File: src/rtl/divider.sv
// rtl/divider.sv - iterative 32-bit restoring divider sharing the execute-stage ALU
// DIV/DIVU: lo = quotient, hi = remainder; one ALU subtraction per RUN cycle.
module divider (
  input  logic        clk,
  input  logic        rst,
  input  logic        DivE,
  input  logic        SignedE,
  input  logic [31:0] SrcAE,
  input  logic [31:0] SrcBE,
  input  logic [31:0] ALUOut,
  input  logic        ALU_zero,
  output logic [31:0] ALU_A,
  output logic [31:0] ALU_B,
  output logic [2:0]  ALU_f,
  output logic [31:0] hi,
  output logic [31:0] lo,
  output logic        completed
);

  localparam logic [1:0] IDLE = 2'd0;
  localparam logic [1:0] RUN  = 2'd1;
  localparam logic [1:0] FIX  = 2'd2;
  localparam logic [1:0] DONE = 2'd3;

  logic [1:0]  state_q, state_d;
  logic [31:0] r_q, r_d, q_q, q_d, d_q, d_d;
  logic [4:0]  cnt_q, cnt_d;
  logic        negq_q, negq_d, negr_q, negr_d;
  logic [31:0] hi_q, hi_d, lo_q, lo_d;

  logic [31:0] shifted, mag_a, mag_b;
  logic        borrow, fits;
  logic        unused_alu_zero;

  assign unused_alu_zero = ALU_zero;

  assign shifted = {r_q[30:0], q_q[31]};
  // Unsigned borrow of shifted - D, recovered from the ALU's result sign.
  assign borrow  = (~shifted[31] & d_q[31]) | (~(shifted[31] ^ d_q[31]) & ALUOut[31]);
  assign fits    = r_q[31] | ~borrow;

  assign mag_a = (SignedE & SrcAE[31]) ? -SrcAE : SrcAE;
  assign mag_b = (SignedE & SrcBE[31]) ? -SrcBE : SrcBE;

  assign ALU_A     = (state_q == RUN) ? shifted : 32'd0;
  assign ALU_B     = (state_q == RUN) ? d_q : 32'd0;
  assign ALU_f     = 3'b110;
  assign hi        = hi_q;
  assign lo        = lo_q;
  assign completed = (state_q == DONE);

  always_comb begin
    state_d = state_q;
    r_d     = r_q;
    q_d     = q_q;
    d_d     = d_q;
    cnt_d   = cnt_q;
    negq_d  = negq_q;
    negr_d  = negr_q;
    hi_d    = hi_q;
    lo_d    = lo_q;
    case (state_q)
      IDLE: begin
        if (DivE) begin
          if (SrcBE == 32'd0) begin
            hi_d    = SrcAE;
            lo_d    = 32'hFFFF_FFFF;
            state_d = DONE;
          end else begin
            q_d     = mag_a;
            d_d     = mag_b;
            r_d     = 32'd0;
            cnt_d   = 5'd0;
            negq_d  = SignedE & (SrcAE[31] ^ SrcBE[31]);
            negr_d  = SignedE & SrcAE[31];
            state_d = RUN;
          end
        end
      end
      RUN: begin
        r_d   = fits ? ALUOut : shifted;
        q_d   = {q_q[30:0], fits};
        cnt_d = cnt_q + 5'd1;
        if (cnt_q == 5'd31) state_d = FIX;
      end
      FIX: begin
        lo_d    = negq_q ? -q_q : q_q;
        hi_d    = negr_q ? -r_q : r_q;
        state_d = DONE;
      end
      default: state_d = IDLE;
    endcase
  end

  always_ff @(posedge clk or negedge rst) begin
    if (!rst) begin
      state_q <= IDLE;
      r_q     <= 32'd0;
      q_q     <= 32'd0;
      d_q     <= 32'd0;
      cnt_q   <= 5'd0;
      negq_q  <= 1'b0;
      negr_q  <= 1'b0;
      hi_q    <= 32'd0;
      lo_q    <= 32'd0;
    end else begin
      state_q <= state_d;
      r_q     <= r_d;
      q_q     <= q_d;
      d_q     <= d_d;
      cnt_q   <= cnt_d;
      negq_q  <= negq_d;
      negr_q  <= negr_d;
      hi_q    <= hi_d;
      lo_q    <= lo_d;
    end
  end

endmodule

File: config.mk
export PLATFORM = sky130hd
export DESIGN_NAME = divider
export DESIGN_NICKNAME = d
export VERILOG_FILES = /design/src/rtl/divider.sv
export SDC_FILE = /design/constraint.sdc
export NUM_CORES = 1
export LEC_CHECK = 0
export BUFFER_PORTS_ARGS = -buffer_cell sky130_fd_sc_hd__buf_4
export CAP_MARGIN = 40
export CORE_MARGIN = 4
export CORE_UTILIZATION = 55
export DETAILED_ROUTE_END_ITERATION = 16
export PLACE_DENSITY = 0.81
export SLEW_MARGIN = 20
export SYNTH_ARGS = -nofsm -noshare
export SYNTH_HDL_FRONTEND = slang
export SYNTH_SLANG_ARGS = --single-unit
File: constraint.sdc
create_clock -name clk -period 2.5 [get_ports clk]
set_input_delay 0.25 -clock clk [delete_from_list [all_inputs] [get_ports clk]]
set_output_delay 0.25 -clock clk [all_outputs]
set_load 0.02 [all_outputs]
# Word-level counts from Yosys, hierarchy flattened
# Cells that the tools add are included.
# totals
reg_bits,169
out_inout_bits,132
elab_cells,69
# classes
addsub,5
eq_ne,8
mux,26
n_bitwise,13
reduce_logical,8
# ops
operator,n
two-way mux 32 bit,15
one-hot mux 32 bit (2 select lines),4
negator 32 bit,4
zero test 32 bit,1
two-way mux 5 bit,2
one-hot mux 5 bit (2 select lines),1
AND reduction 3 bit,3
two-way mux 2 bit,3
"inequality test 2 bit, second input constant",3
one-hot mux 2 bit (3 select lines),1
"adder 5 x 1 -> 5 bit, second input constant",1
bitwise AND 1 bit,5
"== test 5 bit, second input constant",1
"== test 2 bit, second input constant",2
NOT 1 bit,4
nonzero test 2 bit,2
"== test 2 x 1 -> 1 bit, second input constant",1
zero test 2 bit,1
"inequality test 2 x 1 -> 1 bit, second input constant",1
bitwise OR 1 bit,2
AND reduction 2 bit,1
bitwise XOR 1 bit,2

# Logic depth before layout (Yosys ltp)
# Gate-level depths: netlist of run 1.
# logic_depth
word_depth,8
ltp_mapped,10
ltp_nobuf,8

# Worst setup path after synthesis of run 1
# Ideal clock, no wire load.
# synth_path
path_type,input to register
from,in SrcBE[0]
to,reg q_q[11]
setup_ns,0.125
arrival_ns,2.471
t_required_ns,2.375
path_slack_ns,-0.096
path_stages,9
n_path_buf,2
path_cell_list,inv_1 -> ha_1 -> or4b_1 -> nor4_1 -> and3_1 -> a2bb2oi_1 -> buf_2 -> buf_4 -> mux2_2
# synth_via
elab_chain_cells,3
# synth_rtl
element,line_no,source
"start, declared",9,"input logic [31:0] SrcBE,"
zero test 32 bit,65,if (SrcBE == 32'd0) begin
inequality test 2 bit (no source line),-,
AND reduction 3 bit (no source line),-,
"end signal, assigned",109,q_q <= q_d;
"end, declared",26,"logic [31:0] r_q, r_d, q_q, q_d, d_q, d_d;"
# No other way between the ends.
# A chain may end at the register's enable or synchronous reset.

# Final worst setup path of run 1
# layout_path
from,reg q_q[15]
to,"reg lo_q[23], in the netlist lo[23]"
# layout_via
elab_chain_cells,3
# layout_rtl
element,line_no,source
negator 32 bit,87,lo_d = negq_q ? -q_q : q_q;
two-way mux 32 bit,87,
one-hot mux 32 bit (2 select lines),62,case (state_q)
"end signal, assigned",115,lo_q <= lo_d;
"end, declared",29,"logic [31:0] hi_q, hi_d, lo_q, lo_d;"
# No other way between the ends.

==> Implementation_results.wiki, run 1 <==
{| class="wikitable"
! Metric !! Value
|-
| Wire length of the first global-routing pass || 49400 um
|-
| Library cell used as clock root buffer || sky130_fd_sc_hd__clkbuf_16
|-
| Count of clock tree sinks || 169
|-
| Post-layout instance area || 13500 sq um
|-
| Filler cell count in the final layout || 1371
|-
| Congestion Overflow GR || 0
|-
| Number of enable flip-flop cells after synthesis || 0
|-
| Row cnt || ~50
|-
| Number of distinct standard cells referenced by the synthesized netlist || 56
|-
| Register bit total from synthesis || 169
|-
| Hold WC Path Type || in -> reg
|-
| Crit path kind || reg -> reg
|-
| Critical path endpoint || lo[23]
|-
| RSZ-0062 raised after global routing || false
|-
| Share of post-route cells with drive strength above 1 || 0.260
|-
| Final cycle utilization of the critical path || 0.952
|-
| Deepest level of the CTS H-tree || 4
|-
| Register area share after synthesis || 0.411
|-
| Worst setup startpoint || q_q[15]
|-
| Final setup violation count || 0
|-
| Vias in the first global route || 9503
|-
| Result of the run || complete, no violations
|-
| 1st-iter DRT viols || 712
|-
| Post-Route Skew || 0.00711 ns
|-
| Effective utilization at floorplan || 0.566
|-
| Largest stage delay, worst path || 0.61 ns
|-
| Clk pin slew, worst setup/hold paths || 0.06 ns
|-
| Remaining number of nets flagged by the antenna check after routing || 0
|-
| Static leakage || 6.01 nW
|-
| Worst r2r path cells || 8
|-
| Clock tree from TritonCTS || yes
|-
| Period minus WS final || about 2.4 ns
|-
| Number of failing hold endpoints at the final stage || 0
|-
| Busiest metal layer after global routing || met2
|-
| Number of warning messages in the yosys log || 0
|-
| Kind of cell adding the most delay to the critical path || simple AND/OR/NAND/NOR gates
|-
| Die height || 145 um
|-
| Count of mapped cells out of synthesis || ~1200
|-
| Average wire per cell in the routed design || 18.6 um
|-
| Layout area overhead || 30.9%
|-
| Nets || 1560
|-
| Final Power || 16.8 mW
|-
| Final wirelength || between 30000 and 40000 um
|-
| Maximum clock rate || 420 MHz
|-
| Max clock buf depth || 2
|-
| Detailed-route vias per instance || approximately 6
|-
| Nature of the critical path endpoint || flip-flop
|-
| Routability-driven placement congestion ratio || 0.933
|-
| I/O pin total || about 230
|-
| Length of the first detailed-routing pass in iterations || 5
|-
| CP Buf/Inv Count || 2
|-
| Start of the worst register-to-register path || q_q[15]
|-
| Total die area || 21000 sq um
|-
| Critical-path maximum fanout || 5
|-
| Netlist Area Pre-Place || 10300 sq um
|-
| Global-route met2 utilization || 0.480
|-
| Clock buffers created by TritonCTS || 17
|-
| Power per cell area || 1250 nW/um^2
|-
| Total number of cells along the worst setup path || 8
|-
| Die boundary width || 145 um
|-
| Post-synthesis async set-or-reset flop share || 1.00
|-
| End of the worst register-to-register path || lo[23]
|-
| Detailed-route via count || ~10000
|-
| Pin count of the biggest net entering global routing || 74
|-
| Setup slack, reg-to-reg || ~0.12 ns
|-
| Total global routing track utilization || 0.299
|-
| Dpl cell area || approximately 13000 sq um
|-
| Critical Path AT || 2.70 ns
|-
| Floorplan core area || 18200 sq um
|-
| Required arrival time at the worst endpoint || around 2.8 ns
|-
| Clock latency at the later pin of the worst-skew pair || 0.43 ns
|-
| Slew headroom || 0.485
|-
| Crit path top cell by count || sky130_fd_sc_hd__buf_4
|-
| Final Max Tran Viols || 0
|-
| Number of antenna violations at the first check in global routing || 0
|-
| CP cell instances || or4_1 > nor4_1 > buf_4 > nand3_1 > buf_4 > o31ai_1 > xnor2_1 > o22a_1
|-
| GR Layer Usage met1 || 0.400
|-
| Dominant register cell in the synthesized netlist || sky130_fd_sc_hd__dfrtp_1
|-
| HPWL after DPL || 23500 um
|-
| Max Cap Viol || 0
|-
| Crit start category || flip-flop
|-
| Global Route met3 Usage || 0.0430
|-
| Max IR drop VDD || 661 uV
|-
| Slew at the pin closest to its max-slew limit || roughly 0.77 ns
|-
| Total DRC errors in the routed layout || 0
|-
| Syn_area_per_cell || 8.65 sq um
|-
| Antenna Cells || 0
|-
| # port buffers || 228
|-
| Slowest CP cell || sky130_fd_sc_hd__or4_1
|}
## state kept, by name, indices dropped and copies added, names as in the netlist
name and cells:
q_q 32, cnt_q 5, r_q 32, hi 32
state_q 2, negq_q 1, lo 32, d_q 32
negr_q 1
## logic make-up (layout without fill, tap and decap cells)
family	after synthesis	count (layout)	synth area share
fa+ha+maj	12	12	0.0146
mux	38	38	0.0378
simple gates	414	414	0.196
compound gates	341	341	0.203
flops	169	169	0.411
buf+inv	101	370	0.0416
xor+xnor	113	113	0.0961
other cells	2	3	0.000729
## worst min-delay path: cells and delay by family
family        cells  cell delay, ns
buf+inv           1            0.12
simple gates      2            0.12
## what timing repair did
action | in CTS | in global routing
gates resized for setup | 0 | 8
setup endpoints to repair | 4 | 21
pin swaps | 1 | 0
hold buffers | 1 | 0
buffers inserted | 2 | 0
endpoints found under the hold margin | 53 | 0
## placed cells by master (no fill, tap or decap), types with 12 or more instances in the layout
cell and count:
sky130_fd_sc_hd__a21oi_1 42, sky130_fd_sc_hd__a211oi_1 13, sky130_fd_sc_hd__a21o_1 14, sky130_fd_sc_hd__o41ai_1 13, sky130_fd_sc_hd__xor2_1 50, sky130_fd_sc_hd__o31ai_1 25, sky130_fd_sc_hd__buf_4 306, sky130_fd_sc_hd__nor4_1 16
sky130_fd_sc_hd__or4_1 13, sky130_fd_sc_hd__nand2_1 158, sky130_fd_sc_hd__nand3_1 12, sky130_fd_sc_hd__o21ai_0 140, sky130_fd_sc_hd__o22a_1 18, sky130_fd_sc_hd__mux2i_1 31, sky130_fd_sc_hd__nor3_1 23, sky130_fd_sc_hd__o22ai_1 34
sky130_fd_sc_hd__nor2_1 75, sky130_fd_sc_hd__and2_1 64, sky130_fd_sc_hd__xnor2_1 63, sky130_fd_sc_hd__clkbuf_16 17, sky130_fd_sc_hd__inv_1 18, sky130_fd_sc_hd__a31oi_1 27, sky130_fd_sc_hd__dfrtp_1 169
## per-layer routing
layer	vias up	routed length (um)	share of wire
li1	4745	-	-
met1	4838	13100	0.42
met2	390	14800	0.47
met3	86	2060	0.065
met4	0	1400	0.044
met5	-	0	0
## final cells by class
class                   count  area [sq um]  share of cell area
inverters                  21          85.1             0.00631
flip-flops and latches    169          4230               0.314
clock inverters             9           139              0.0103
repair buffers            317          2500               0.185
multi-input cells         921          5760               0.427
well taps                 229           287              0.0213
clock buffers              23           478              0.0355
## worst min path at each step
stage | cells after the start | endpoint | slack [ns] | startpoint
2_1_floorplan | 0 | cnt_q[0] | -0.05 | rst
3_3_place_gp | 1 | hi[28] | 0.24 | rst
3_5_place_dp | 1 | hi[28] | 0.25 | rst
4_1_cts | 3 | d_q[31] | 0.08 | SrcBE[31]
5_1_grt | 3 | d_q[31] | 0.12 | SrcBE[31]
6_report | 3 | d_q[31] | 0.1 | SrcBE[31]
## cell usage after synthesis, drive strengths merged, types with 2 or more instances
master / n / area [sq um]
or2: 3 / 18.8
nand2: 159 / 599
or3: 9 / 56.3
nor3b: 4 / 30.0
nor3: 23 / 115
or4: 16 / 128
a21oi: 42 / 210
conb: 2 / 7.51
and3: 5 / 31.3
a21o: 14 / 105
clkbuf: 53 / 199
or4b: 3 / 30.0
and4: 2 / 17.5
o22a: 18 / 158
a31oi: 27 / 169
mux2: 7 / 78.8
and2: 64 / 400
nand4: 6 / 37.5
nand3: 13 / 65.1
a211o: 2 / 17.5
nand2b: 5 / 31.3
nand3b: 2 / 15.0
a211oi: 13 / 97.6
nor2: 77 / 289
o21ai: 141 / 717
o22ai: 34 / 213
o31ai: 25 / 188
o41ai: 16 / 140
xnor2: 63 / 552
nor4: 18 / 113
mux2i: 31 / 310
buf: 27 / 150
inv: 20 / 75.1
nor2b: 3 / 18.8
ha: 12 / 150
xor2: 50 / 438
dfrtp: 169 / 4230
## metrics by stage
step                setup TNS, ns  worst slack [ns]  hold slack (ns)  std cells  utilization
floorplan                       0            0.0204          -0.0456       1191            -
global placement           -10.75            -0.156            0.244       1654        0.702
detailed placement         -13.15            -0.215            0.246       1654        0.702
CTS                             0           0.00221           0.0825       1689        0.737
global route                    0           0.00417            0.117       1689        0.740
finish                          0             0.119           0.0976       1689        0.740
## power by group
part	internal, mW	switching, mW	leakage (nW)
Clock	1.66	1.11	0.290
Sequential	3.91	0.996	2.03
Combinational	3.85	5.32	3.69
Total	9.42	7.42	6.01
Power figures use the tool's default switching activity.
==> inputs of run 2 (changes only) <==
==> constraint.sdc (replaced) <==
create_clock -name clk -period 2.5 [get_ports clk]
set_input_delay 0.375 -clock clk [delete_from_list [all_inputs] [get_ports clk]]
set_output_delay 0.375 -clock clk [all_outputs]
set_load 0.02 [all_outputs]
==> run 2 against run 1 <==
Against the previous run: power fell by 0.72%; routed wire length rose by 1.6%; highest routed layer unchanged; clock power fell by 9.0%.
==> Implementation_results.wiki, run 2 (synthesis gave the netlist of run 1 again) <==
{| class="wikitable"
! Metric !! Value
|-
| Hold WC Path Type || in -> reg
|-
| Dpl cell area || 12900 sq um (+1.2%)
|-
| Endpoint, Worst Hold || d_q[31]
|-
| Clock latency at the later pin of the worst-skew pair || 0.44 ns (about the same)
|-
| Deepest level of the CTS H-tree || 4 (unchanged)
|-
| Required arrival time at the worst endpoint || 2.85 ns (+0.03 ns)
|-
| Layout area overhead || 32.0%
|-
| Clock tree from TritonCTS || yes
|-
| End of the worst register-to-register path || lo[31]
|-
| Final wirelength || 31900 um (+1.6%)
|-
| Total global routing track utilization || 0.303 (+0.00466)
|-
| Congestion Overflow GR || 0 (unchanged)
|-
| Min setup slack post-route || 0.0579 ns (-0.0616 ns)
|-
| Setup TNS || 0 ns (unchanged)
|-
| 1st-iter DRT viols || 914 (+28%)
|-
| HPWL after DPL || 24000 um (+2.3%)
|-
| Period minus WS final || 2.44 ns (+0.0616 ns)
|-
| Post-layout instance area || 13600 sq um (+0.89%)
|-
| Number of failing hold endpoints at the final stage || 0 (unchanged)
|-
| Length of the first detailed-routing pass in iterations || 5 (unchanged)
|-
| Detailed-route via count || 10200 (+1.3%)
|-
| Antenna Cells || 0 (unchanged)
|-
| Share of post-route cells with drive strength above 1 || 0.277 (+0.0165)
|-
| Detailed-route vias per instance || 5.98 (+0.48%)
|-
| Clock buffers created by TritonCTS || 17 (unchanged)
|-
| Portion of total power attributed to the clock network || 0.151 (-0.014)
|-
| Net Sw Power || 7.52 mW (+1.4%)
|-
| Worst r2r path cells || 6 (-2)
|-
| Slew headroom || 0.457 (-0.0271)
|-
| Max Cap Viol || 0 (unchanged)
|-
| Critical hold path startpoint || SrcBE[31]
|-
| Routability-driven placement congestion ratio || 0.972 (+4.1%)
|-
| Slew at the pin closest to its max-slew limit || 0.814 ns (+0.0407 ns)
|-
| Post-route non-filler standard cell count || 1703 (+0.83%)
|-
| Nature of the critical path endpoint || flip-flop
|-
| Floorplan core area || 18200 sq um (unchanged)
|-
| Combinational share of power || 0.553 (+0.009)
|-
| Power share of the sequential group || 0.297 (+0.006)
|-
| I/O pin total || 233 (unchanged)
|-
| Die height || 145 um (unchanged)
|-
| Wire length of the first global-routing pass || 50300 um (+1.9%)
|-
| Top library cells by usage in the layout, fill and taps aside || sky130_fd_sc_hd__buf_4 (318), sky130_fd_sc_hd__dfrtp_1 (169), sky130_fd_sc_hd__nand2_1 (158)
|-
| Hold path cells || 3 (unchanged)
|-
| Crit start category || primary input
|-
| Nets || 1574 (+0.90%)
|-
| Result of the run || complete, no violations
|-
| Max IR drop VDD || 648 uV (-2.0%)
|-
| Pin count of the biggest net entering global routing || 62 (-16%)
|-
| Most common cell after layout, fill and taps aside || sky130_fd_sc_hd__buf_4
|-
| Post-Route Skew || 0.00813 ns (+0.00102 ns)
|-
| Clk pin slew, worst setup/hold paths || 0.07 ns (about the same)
|-
| Final setup violation count || 0 (unchanged)
|-
| # port buffers || 228 (unchanged)
|-
| Row cnt || 49 (unchanged)
|-
| Final Max Tran Viols || 0 (unchanged)
|-
| Total DRC errors in the routed layout || 0 (unchanged)
|-
| Max clock buf depth || 2 (unchanged)
|-
| Power per cell area || 1230 nW/um^2 (-1.6%)
|-
| Critical Path AT || 2.79 ns (+0.09 ns)
|-
| Placed Cells || 1667 (+0.79%)
|-
| Crit path kind || in -> reg
|-
| Critical-path maximum fanout || 27 (+22)
|-
| Count of clock tree sinks || 169 (unchanged)
|-
| Average wire per cell in the routed design || 18.7 um (+0.80%)
|-
| Final cycle utilization of the critical path || 0.977 (+0.0246)
|-
| Post-placement worst setup slack || -0.422 ns (-0.207 ns)
|-
| Number of antenna violations at the first check in global routing || 0 (unchanged)
|-
| Vias in the first global route || 9608 (+1.1%)
|-
| Fraction of power spent switching nets || 0.450 (+0.00921)
|-
| Setup slack, reg-to-reg || 0.08 ns (-0.04 ns)
|-
| Total die area || 21000 sq um (unchanged)
|-
| Remaining number of nets flagged by the antenna check after routing || 0 (unchanged)
|-
| Internal power component || 9.20 mW (-2.4%)
|-
| Maximum clock rate || 409 MHz (-2.5%)
|-
| Effective utilization at floorplan || 0.566 (unchanged)
|-
| Start of the worst register-to-register path || q_q[23]
|-
| Die boundary width || 145 um (unchanged)
|-
| Static leakage || 6.07 nW (+0.96%)
|-
| Library cell used as clock root buffer || sky130_fd_sc_hd__clkbuf_16
|}
==> run 2: routing by layer <==
metal / vias up / global-route usage / wire length, um / share of wire
li1: 4773 / - / - / -
met5: - / 0 / 0 / 0
met2: 483 / 0.495 / 15400 / 0.48
met4: 0 / 0.106 / 949 / 0.030
met3: 71 / 0.0539 / 2560 / 0.080
met1: 4864 / 0.409 / 13000 / 0.41
==> run 2: worst max-delay path by stage <==
stage	startpoint	endpoint	slack, ns
2_1_floorplan	SrcBE[0]	lo[20]	-0.09
3_3_place_gp	SrcBE[0]	lo[17]	-0.36
3_5_place_dp	SrcBE[0]	lo[18]	-0.42
4_1_cts	SrcBE[0]	lo[18]	0.03
5_1_grt	r_q[15]	hi[26]	-0.01
6_report	SrcBE[0]	lo[18]	0.06
==> run 2: worst max-delay path, stage by stage <==
cell and delay, ns:
sky130_fd_sc_hd__buf_4 0.14, sky130_fd_sc_hd__inv_12 0.05, sky130_fd_sc_hd__ha_4 0.12, sky130_fd_sc_hd__or4b_4 0.48, sky130_fd_sc_hd__or3_4 0.35, sky130_fd_sc_hd__or4_4 0.46
sky130_fd_sc_hd__o21ai_4 0.33, sky130_fd_sc_hd__buf_6 0.27, sky130_fd_sc_hd__nor2_1 0.07, sky130_fd_sc_hd__a31oi_1 0.14
==> run 2: power groups by stage <==
stage	clock network (mW)	logic, mW	registers, mW
floorplan	0	5.15	5.24
global placement	0	8.80	4.89
detailed placement	0	9.03	4.94
CTS	2.54	9.12	4.91
global route	2.65	10.1	5.11
finish	2.52	9.24	4.96
==> run 2: stage by stage <==
step | hold WS [ns] | power [mW] | utilization
final | 0.234 | 16.7 | 0.747
after global routing | 0.244 | 17.8 | 0.747
after CTS | 0.228 | 16.6 | 0.742
after detailed placement | 0.396 | 14.0 | 0.710
after global placement | 0.390 | 13.7 | 0.710
after floorplan | 0.0794 | 10.4 | -
==> run 2: timing repair <==
action,CTS,global route
hold buffers,1,0
endpoints found under the setup margin,5,19
resized for setup,3,12
buffers inserted,0,3
hold endpoints to repair,58,0
pin swaps,0,1
==> run 2: final cells by class <==
cell class                 count  area (sq um)
fill                        1353          4610
multi-input combinational    921          5820
timing repair buffer         331          2610
tap                          229           287
inverter                      21           100
sequential                   169          4230
clock buffer                  21           450
clock inverter                11          98.8
==> inputs of run 3 (changes only) <==
- BUFFER_PORTS_ARGS: -buffer_cell sky130_fd_sc_hd__buf_4 -> -buffer_cell sky130_fd_sc_hd__buf_2
- MAX_ROUTING_LAYER: not set -> met4
==> run 3 against run 2 <==
Against the previous run: die area stayed put; utilization is 2.7 points lower; hold slack better by 0.016 ns; first-iteration DRC count is 7.7% lower; critical path type unchanged; highest routed layer unchanged.
==> Implementation_results.wiki, run 3 (synthesis gave the netlist of run 1 again) <==
{| class="wikitable"
! Metric !! Value
|-
| Result of the run || complete, no violations
|-
| Detailed-route via count || 10000 (-1.8%)
|-
| Setup TNS || 0 ns (unchanged)
|-
| Effective utilization at floorplan || 0.566 (unchanged)
|-
| Largest stage delay, worst path || 0.47 ns (about the same)
|-
| CP cell instances || buf_2 > inv_12 > ha_4 > or4b_4 > or3_4 > or4_4 > o21ai_4 > buf_12 > nor2_1 > a31oi_1
|-
| Library cell used as clock root buffer || sky130_fd_sc_hd__clkbuf_16
|-
| Crit path kind || in -> reg
|-
| Die boundary width || 145 um (unchanged)
|-
| Period minus WS final || 2.43 ns (-0.0102 ns)
|-
| Top library cells by usage in the layout, fill and taps aside || sky130_fd_sc_hd__buf_2 (227), sky130_fd_sc_hd__dfrtp_1 (169), sky130_fd_sc_hd__nand2_1 (158)
|-
| Clock buffers created by TritonCTS || 17 (unchanged)
|-
| Slowest CP cell || sky130_fd_sc_hd__or4b_4
|-
| Final setup violation count || 0 (unchanged)
|-
| Clk pin slew, worst setup/hold paths || 0.06 ns (about the same)
|-
| Placed Cells || 1679 (+0.72%)
|-
| Deepest level of the CTS H-tree || 4 (unchanged)
|-
| Nets || 1583 (+0.57%)
|-
| Hold WC Path Type || in -> reg
|-
| I/O pin total || 233 (unchanged)
|-
| Total DRC errors in the routed layout || 0 (unchanged)
|-
| Clock latency at the later pin of the worst-skew pair || 0.43 ns (about the same)
|-
| Detailed-route vias per instance || 5.84 (-2.5%)
|-
| Maximum clock rate || 411 MHz (+0.42%)
|-
| Remaining number of nets flagged by the antenna check after routing || 0 (unchanged)
|-
| Nature of the critical path endpoint || flip-flop
|-
| # Post-CTS Setup Buffers || 0 (unchanged)
|-
| Portion of total power attributed to the clock network || 0.159 (+0.008)
|-
| Final cycle utilization of the critical path || 0.973 (-0.00408)
|-
| Critical-path maximum fanout || 46 (+70%)
|-
| Post-placement worst setup slack || -0.361 ns (+0.0611 ns)
|-
| Min setup slack post-route || 0.0681 ns (+0.0102 ns)
|-
| Floorplan core area || 18200 sq um (unchanged)
|-
| Internal power component || 8.86 mW (-3.7%)
|-
| Combinational share of power || 0.540 (-0.013)
|-
| Slew headroom || 0.549 (+0.0913)
|-
| Fraction of power spent switching nets || 0.454 (+0.00439)
|-
| Routability-driven placement congestion ratio || 1.05 (+8.5%)
|-
| Pin count of the biggest net entering global routing || 66 (+6.5%)
|-
| Power per cell area || 1240 nW/um^2 (+0.74%)
|-
| Max Cap Viol || 0 (unchanged)
|-
| Setup slack, reg-to-reg || 0.11 ns (+0.03 ns)
|-
| Final Max Tran Viols || 0 (unchanged)
|-
| Crit start category || primary input
|-
| Number of failing hold endpoints at the final stage || 0 (unchanged)
|-
| Total global routing track utilization || 0.305 (+0.00124)
|-
| Max clock buf depth || 2 (unchanged)
|-
| # port buffers || 228 (unchanged)
|-
| Static leakage || 5.94 nW (-2.1%)
|-
| Max IR drop VDD || 628 uV (-3.1%)
|-
| Post-Route Skew || 0.00947 ns (+0.00135 ns)
|-
| Net Sw Power || 7.37 mW (-2.0%)
|-
| Total die area || 21000 sq um (unchanged)
|-
| Slew at the pin closest to its max-slew limit || 0.677 ns (-0.137 ns)
|-
| Required arrival time at the worst endpoint || 2.85 ns (about the same)
|-
| Critical Path AT || 2.78 ns (about the same)
|-
| Final wirelength || 31200 um (-2.1%)
|-
| Congestion Overflow GR || 0 (unchanged)
|-
| Die height || 145 um (unchanged)
|-
| 1st-iter DRT viols || 844 (-7.7%)
|-
| Share of post-route cells with drive strength above 1 || 0.279 (+0.00226)
|-
| Power share of the sequential group || 0.301 (+0.004)
|-
| Layout area overhead || 27.2%
|-
| Average wire per cell in the routed design || 18.2 um (-2.7%)
|-
| Length of the first detailed-routing pass in iterations || 5 (unchanged)
|-
| HPWL after DPL || 23300 um (-3.2%)
|-
| Post-route non-filler standard cell count || 1714 (+0.65%)
|-
| Wire length of the first global-routing pass || 49200 um (-2.3%)
|-
| Count of clock tree sinks || 169 (unchanged)
|-
| RSZ-0062 raised after global routing || false
|-
| Vias in the first global route || 9468 (-1.5%)
|-
| Most common cell after layout, fill and taps aside || sky130_fd_sc_hd__buf_2
|-
| Row cnt || 49 (unchanged)
|-
| Final Power || 16.2 mW (-2.9%)
|-
| Number of antenna violations at the first check in global routing || 4 (+4)
|-
| Clock tree from TritonCTS || yes
|}
[run 3: layout make-up]
type                            instances  area, sq um
Clock buffer                           22          464
Tap cell                              229          287
Sequential cell                       169         4230
Inverter                               21          100
Antenna cell                            5         12.5
Timing Repair Buffer                  340         2100
Multi-Input combinational cell        921         5810
Fill cell                            1439         5110
Clock inverter                          7         96.3
[run 3: path summary, 6_finish.rpt]
kind	start	endpoint	cells past startpoint
max	SrcBE[0]	lo[10]	10
min	ALUOut[12]	r_q[12]	3
max reg2reg	q_q[11]	lo[19]	5
min reg2reg	hi[19]	hi[19]	1
max in group asynchronous	rst	lo[13]	3
min in group asynchronous	rst	lo[2]	2
[run 3: power by group through the flow]
stage,Combinational [mW],Sequential (mW),Clock (mW)
2_1_floorplan,5.15,5.24,0
3_3_place_gp,8.34,4.83,0
3_5_place_dp,8.58,4.87,0
4_1_cts,8.66,4.84,2.61
5_1_grt,9.57,5.03,2.73
6_report,8.76,4.89,2.59
[run 3: critical path: cells and delay by family]
kind / cells / cell delay, ns
fa+ha+maj: 1 / 0.12
compound gates: 2 / 0.45
buf+inv: 3 / 0.46
simple gates: 4 / 1.35
[run 3: per-layer routing]
metal  wire length, um  share of wire  GRT usage
met1             13200           0.42      0.396
met2             14800           0.47      0.479
met3              2030          0.065     0.0486
met4              1150          0.037      0.121
met5                 0              0          -
[run 3: through the flow]
stage / utilization / hold WS, ns / area (sq um)
after detailed placement: 0.683 / 0.406 / 12400
after global placement: 0.683 / 0.400 / 12400
after global routing: 0.719 / 0.263 / 13100
final: 0.719 / 0.250 / 13100
after CTS: 0.715 / 0.239 / 13000
after floorplan: - / 0.0794 / 10400
[run 3: timing repair]
action | in CTS | in global routing
setup endpoints to repair | 2 | 19
gates cloned | 0 | 0
gates resized for setup | 2 | 12
hold buffers | 1 | 0
endpoints found under the hold margin | 61 | 0
pin swaps | 0 | 0
